File: src/rtl/conv_window_index_gen_if.sv
// Stream/control bundle between the convolution controller and the window index generator.
// The master side launches a frame and consumes indices; the slave side is the generator.
interface conv_window_index_gen_if;
  logic        START;
  logic        SIZE_IMAGE;
  logic        READY_IN;
  logic        VALID_OUT;
  logic [31:0] INDEX_ADDRESS;
  logic [5:0]  TAP;
  logic        TAP_LAST;
  logic        FRAME_LAST;
  logic        BUSY;
  logic        DONE;

  modport master (
    output START, SIZE_IMAGE, READY_IN,
    input  VALID_OUT, INDEX_ADDRESS, TAP, TAP_LAST, FRAME_LAST, BUSY, DONE
  );

  modport slave (
    input  START, SIZE_IMAGE, READY_IN,
    output VALID_OUT, INDEX_ADDRESS, TAP, TAP_LAST, FRAME_LAST, BUSY, DONE
  );
endinterface

File: src/rtl/conv_window_index_gen.sv
// Raster-scans a frame and streams the clamped KSIZE x KSIZE neighbour coordinates
// of every output pixel as {row, col}, one index per accepted transfer.
module conv_window_index_gen #(
  parameter int KSIZE   = 3,
  parameter int W_SMALL = 640,
  parameter int H_SMALL = 480,
  parameter int W_LARGE = 1024,
  parameter int H_LARGE = 768
) (
  input logic                     CLK,
  input logic                     RESET,
  conv_window_index_gen_if.slave  bus
);

  localparam int R = (KSIZE - 1) / 2;
  localparam logic signed [16:0] RS = 17'(R);

  typedef enum logic [1:0] {IDLE, RUN, FIN} state_t;

  state_t      state_q, state_d;
  logic        size_q;
  logic [2:0]  kx_q, ky_q;
  logic [15:0] px_q, py_q;

  logic [15:0] w_m1, h_m1;
  logic        kx_end, ky_end, px_end, py_end;
  logic        tap_last, frame_last, xfer;

  assign w_m1 = size_q ? 16'(W_LARGE - 1) : 16'(W_SMALL - 1);
  assign h_m1 = size_q ? 16'(H_LARGE - 1) : 16'(H_SMALL - 1);

  assign kx_end     = (kx_q == 3'(KSIZE - 1));
  assign ky_end     = (ky_q == 3'(KSIZE - 1));
  assign px_end     = (px_q == w_m1);
  assign py_end     = (py_q == h_m1);
  assign tap_last   = kx_end & ky_end;
  assign frame_last = tap_last & px_end & py_end;
  assign xfer       = (state_q == RUN) & bus.READY_IN;

  // FSM state register
  always_ff @(posedge CLK) begin
    if (RESET) state_q <= IDLE;
    else       state_q <= state_d;
  end

  always_comb begin
    state_d = state_q;
    case (state_q)
      IDLE:    if (bus.START) state_d = RUN;
      RUN:     if (xfer && frame_last) state_d = FIN;
      FIN:     state_d = IDLE;
      default: state_d = IDLE;
    endcase
  end

  // Scan counters move only on an accepted transfer, so outputs hold under backpressure.
  // The final transfer wraps every counter back to zero.
  always_ff @(posedge CLK) begin
    if (RESET) begin
      size_q <= 1'b0;
      kx_q   <= '0;
      ky_q   <= '0;
      px_q   <= '0;
      py_q   <= '0;
    end else if (state_q == IDLE && bus.START) begin
      size_q <= bus.SIZE_IMAGE;
      kx_q   <= '0;
      ky_q   <= '0;
      px_q   <= '0;
      py_q   <= '0;
    end else if (xfer) begin
      if (kx_end) begin
        kx_q <= '0;
        if (ky_end) begin
          ky_q <= '0;
          if (px_end) begin
            px_q <= '0;
            py_q <= py_end ? 16'd0 : py_q + 16'd1;
          end else begin
            px_q <= px_q + 16'd1;
          end
        end else begin
          ky_q <= ky_q + 3'd1;
        end
      end else begin
        kx_q <= kx_q + 3'd1;
      end
    end
  end

  // Border clamp on a 17-bit signed sum so px+kx-R never wraps.
  logic signed [16:0] col_s, row_s;
  logic [15:0]        col, row;

  assign col_s = signed'({1'b0, px_q}) + signed'({14'b0, kx_q}) - RS;
  assign row_s = signed'({1'b0, py_q}) + signed'({14'b0, ky_q}) - RS;

  always_comb begin
    col = col_s[15:0];
    row = row_s[15:0];
    if (col_s[16])                            col = '0;
    else if (col_s > signed'({1'b0, w_m1}))   col = w_m1;
    if (row_s[16])                            row = '0;
    else if (row_s > signed'({1'b0, h_m1}))   row = h_m1;
  end

  assign bus.VALID_OUT     = (state_q == RUN);
  assign bus.BUSY          = (state_q == RUN);
  assign bus.DONE          = (state_q == FIN);
  assign bus.INDEX_ADDRESS = {row, col};
  assign bus.TAP           = 6'(ky_q) * 6'(KSIZE) + 6'(kx_q);
  assign bus.TAP_LAST      = (state_q == RUN) & tap_last;
  assign bus.FRAME_LAST    = (state_q == RUN) & frame_last;

endmodule
File: src/flat_wrapper.sv
// flat-port wrapper written by rule: the top's interface ports become plain ports
module conv_window_index_gen_flat 
#(
  parameter int KSIZE   = 3,
  parameter int W_SMALL = 640,
  parameter int H_SMALL = 480,
  parameter int W_LARGE = 1024,
  parameter int H_LARGE = 768
)
  (CLK, RESET, bus_START, bus_SIZE_IMAGE, bus_READY_IN, bus_VALID_OUT, bus_INDEX_ADDRESS, bus_TAP, bus_TAP_LAST, bus_FRAME_LAST, bus_BUSY, bus_DONE);
  conv_window_index_gen_if bus_i ();
  input logic CLK;
  input logic RESET;
  input wire logic [$bits(bus_i.START)-1:0] bus_START;
  input wire logic [$bits(bus_i.SIZE_IMAGE)-1:0] bus_SIZE_IMAGE;
  input wire logic [$bits(bus_i.READY_IN)-1:0] bus_READY_IN;
  output wire logic [$bits(bus_i.VALID_OUT)-1:0] bus_VALID_OUT;
  output wire logic [$bits(bus_i.INDEX_ADDRESS)-1:0] bus_INDEX_ADDRESS;
  output wire logic [$bits(bus_i.TAP)-1:0] bus_TAP;
  output wire logic [$bits(bus_i.TAP_LAST)-1:0] bus_TAP_LAST;
  output wire logic [$bits(bus_i.FRAME_LAST)-1:0] bus_FRAME_LAST;
  output wire logic [$bits(bus_i.BUSY)-1:0] bus_BUSY;
  output wire logic [$bits(bus_i.DONE)-1:0] bus_DONE;
  assign bus_i.START = bus_START;
  assign bus_i.SIZE_IMAGE = bus_SIZE_IMAGE;
  assign bus_i.READY_IN = bus_READY_IN;
  assign bus_VALID_OUT = bus_i.VALID_OUT;
  assign bus_INDEX_ADDRESS = bus_i.INDEX_ADDRESS;
  assign bus_TAP = bus_i.TAP;
  assign bus_TAP_LAST = bus_i.TAP_LAST;
  assign bus_FRAME_LAST = bus_i.FRAME_LAST;
  assign bus_BUSY = bus_i.BUSY;
  assign bus_DONE = bus_i.DONE;
  conv_window_index_gen #(.KSIZE(KSIZE), .W_SMALL(W_SMALL), .H_SMALL(H_SMALL), .W_LARGE(W_LARGE), .H_LARGE(H_LARGE)) u_core (.CLK(CLK), .RESET(RESET), .bus(bus_i));
endmodule
File: config.mk
export PLATFORM = sky130hd
export DESIGN_NAME = conv_window_index_gen_flat
export DESIGN_NICKNAME = d
export VERILOG_FILES = /design/src/rtl/conv_window_index_gen_if.sv /design/src/rtl/conv_window_index_gen.sv /design/src/flat_wrapper.sv
export SDC_FILE = /design/constraint.sdc
export NUM_CORES = 1
export LEC_CHECK = 0
export CAP_MARGIN = 20
export CORE_ASPECT_RATIO = 0.5
export CORE_MARGIN = 5
export CORE_UTILIZATION = 55
export CTS_CLUSTER_DIAMETER = 60
export DETAILED_ROUTE_END_ITERATION = 10
export PLACE_DENSITY = 0.77
export SLEW_MARGIN = 20
export SYNTH_ARGS = -nofsm -noshare
export SYNTH_HDL_FRONTEND = slang
export SYNTH_SLANG_ARGS = --single-unit
File: constraint.sdc
create_clock -name CLK -period 6.2 [get_ports CLK]
set_clock_uncertainty 0.05 [all_clocks]
set_input_delay 0.93 -clock CLK [delete_from_list [all_inputs] [get_ports CLK]]
set_output_delay 0.93 -clock CLK [all_outputs]
set_load 0.01 [all_outputs]
==> flow_summary.yaml <==
outcome:
  status: "finished clean"
grt:
  gr-total-overflow: 0
  grt_pass1_vias: 3789
  grtUsageTotal_pct: 19.31
  grt_pass1_wl_mm: 17.30
  grt_max_degree: 15
  antenna_found_initial: 0
hold_path:
  worst_hold_path_type: "reg2reg"
layout:
  areaGrowthSynthToFinish_pct: 12.08
  fill_cells: 765
  final_nets: 717
  seqCellArea_um2: 822.0
  multi_input_area_mm2: 0.003500
  num_antenna_cells: 0
  finish.instance_area_mm2: 0.005270
  drive_gt1_share_pct: 4.437
drt:
  vias: 4124
  routed_wl_mm: 10.15
  drcViolationCount: 0
  drtPass1Iterations: 4
  vias_per_cell: 5.550
  ant_nets: 0
  dr.first_iter.drc_count: 181
  wl_per_cell_um: 13.66
sta:
  hold_viol: 0
  finalCritPeriodShare_pct: 93.97
  maxSlewHeadroom_pct: 44.34
  whs_ns: 0.4467
  drv_slew: 0
  fmax_ghz: 0.1716
  tightestPinTransition_ns: 0.8289
  post-route-min-period_ns: 5.826
  tns_ns: 0
  setup_viol: 0
placed_design:
  dpl_cell_area_mm2: 0.005079
  port_buffers: 34
  hpwlAfterDp_mm: 8.117
  gp_congestion: 0.9242
synthesis:
  synth.distinct_cells: 68
  synth_top_area_share_pct: 20.49
  yosysWarnings: 0
  async_flop_share_pct: 0
  ys_seq_area_share_pct: 17.46
  synth_edf_count: 0
  synthTopCellsByArea: "ha_1 20%, dfxtp_1 17%, xnor2_1 7.6%"
  ys.flop_type: "dfxtp_1"
  syn_area_per_cell_um2: 7.863
  synth_top_area_cell: "ha_1"
  netlist_area_mm2: 0.004702
  ys_ff_latch: 41
  syn_inst: 598
worst_setup_path:
  worst-path-buf-inv: 4
  worstPathCellList: "inv_1 > ha_1 > inv_1 > ha_1 > inv_1 > fa_1 > nor2b_2 > o311ai_2 > a21oi_1 > nor2_1 > xnor2_1 > ha_1 > nand3_1 > nor4_1 > a41o_1 > nor3_1 > a2111oi_4 > and4_1 > a21oi_1 > clkdlybuf4s50_1"
  cp.required_ns: 5.22
  cp_max_fo: 8
  slowest_stage: "clkdlybuf4s50_1"
  arrival_ns: 4.85
  slowest_delay_ns: 0.53
  end_kind: "output port"
  critPathKind: "reg2out"
  start_kind: "flip-flop"
  path_delay_family: "adder cells"
  rrSetupSlack_ns: 3.36
cts:
  tritoncts: "yes"
  cts_hold_buf: 0
  clock_latency_ns: 0.28
  cts.path.max_buffers: 2
  htreeDepth: 2
  cts_root_buffer: "clkbuf_16"
  cts_buffers: 5
  clk_pin_slew_ns: 0.06
  clkSinkCount: 41
run:
  cap_violations: 0
power_and_ir_drop:
  irDropWorstVdd_uv: 140.6
  power_leakage_nw: 2.304
  power.density_mw_per_mm2: 118.2
die:
  rows: 23
  die_w_um: 140.8
  die_area_mm2: 0.01061
  core_area_mm2: 0.008173
  start_util_pct: 57.53
  pin_count: 48
  fp.dieH_um: 75.38
-- sequential cells by signal, summed over array words and instances, names as in the netlist --
| register | flops |
|---|---|
| u_core.px_q | 16 |
| u_core.py_q | 16 |
| u_core.size_q | 1 |
| u_core.state_q | 2 |
| u_core.ky_q | 3 |
| u_core.kx_q | 3 |
-- Yosys cell counts, drive strengths merged (6+ instances only) --
cell type,count
a211oi,6
a21o,9
a21oi,51
and3,13
buf,17
clkbuf,6
dfxtp,41
ha,77
inv,78
nand2,24
nand2b,6
nand3,19
nand4,12
nor2,60
nor2b,8
nor3,15
o211ai,8
o21ai,15
o21bai,6
or2,7
xnor2,41
xor2,8
-- cells in the final DEF (no fill, tap or decap), drive strengths merged, types with 5 or more instances in the layout --
cell	Yosys	final
nand2b	6	6
nor2	60	60
dfxtp	41	41
nand4	12	12
o21ai	15	15
inv	78	78
nor2b	8	8
xnor2	41	41
a31oi	5	5
a21oi	51	51
and3	13	13
clkbuf	6	6
nor3	15	16
nand3	19	19
conb	1	13
fa	5	5
or2	7	7
ha	77	77
nand2	24	24
clkdlybuf4s50	0	34
a21o	9	9
a211oi	6	6
xor2	8	8
o211ai	8	8
o21bai	6	6
-- metrics by stage --
step / std cells / utilization (%) / total power, mW / setup slack (ns)
after floorplan: 610 / - / 0.3196 / 1.398
after CTS: 741 / 64.19 / 0.6253 / 0.2780
after global routing: 743 / 64.48 / 0.6474 / -0.006994
after global placement: 733 / 62.14 / 0.3311 / 0.7023
after detailed placement: 733 / 62.14 / 0.3315 / 0.5796
final: 743 / 64.48 / 0.6230 / 0.3737
-- power breakdown --
part           switching (mW)  internal, mW  leakage (nW)  total (mW)
clock network           0.106         0.191        0.0810       0.297
logic                  0.0343        0.0254          1.89      0.0597
registers             0.00190         0.265         0.331       0.266
total                   0.142         0.481          2.30       0.623
-- path summary, 6_finish.rpt --
| path | start | end | depth (start not counted) |
|---|---|---|---|
| worst min register to register | u_core.py_q[1]$_SDFFE_PP0P_ | u_core.py_q[1]$_SDFFE_PP0P_ | 2 |
| worst max register to register | u_core.ky_q[0]$_SDFFE_PP0P_ | u_core.py_q[14]$_SDFFE_PP0P_ | 10 |
| worst max-delay path | u_core.kx_q[1]$_SDFFE_PP0P_ | bus_INDEX_ADDRESS[0] | 20 |
| worst min-delay path | u_core.py_q[1]$_SDFFE_PP0P_ | u_core.py_q[1]$_SDFFE_PP0P_ | 2 |
-- what timing repair did --
item | 4_1_cts | 5_1_grt
endpoints found under the setup margin | 0 | 9
resized for setup | 0 | 2
setup buffers | 0 | 1
-- cell type report --
| class | instances | area share, % |
|---|---|---|
| clock buffer | 6 | 2.445 |
| clock inverter | 2 | 0.7360 |
| inverter | 78 | 5.556 |
| multi-input combinational | 469 | 66.41 |
| sequential | 41 | 15.60 |
| tap | 112 | 2.659 |
| timing repair buffer | 35 | 6.600 |
-- layer usage --
metal	vias to the layer above	routed length [um]	part of all wire [%]	global-route usage, %
li1	2128	-	-	-
met1	1906	5253	52	26.95
met2	81	4394	43	32.31
met3	9	405	4.0	2.821
met4	0	91	0.90	4.189
met5	-	0	0	0
-- tightest hold or removal path: cells and delay by family, from the launching register on --
kind | cells | cell delay [ns]
and+or+nand+nor | 1 | 0.07
DFF | 1 | 0.32
AOI/OAI and AO/OA | 1 | 0.05
-- cell families after synthesis --
| kind of cell | after synthesis | share of synthesized area (%) |
|---|---|---|
| AND/OR/NAND/NOR | 184 | 20.36 |
| AO/OA/AOI/OAI | 136 | 20.06 |
| buffers and inverters | 101 | 9.393 |
| adder cells (fa/ha/maj) | 82 | 22.62 |
| XOR/XNOR | 49 | 9.127 |
| flip-flops | 41 | 17.46 |
| multiplexers | 4 | 0.9047 |
| other | 1 | 0.07975 |
Power figures use the tool's default switching activity.
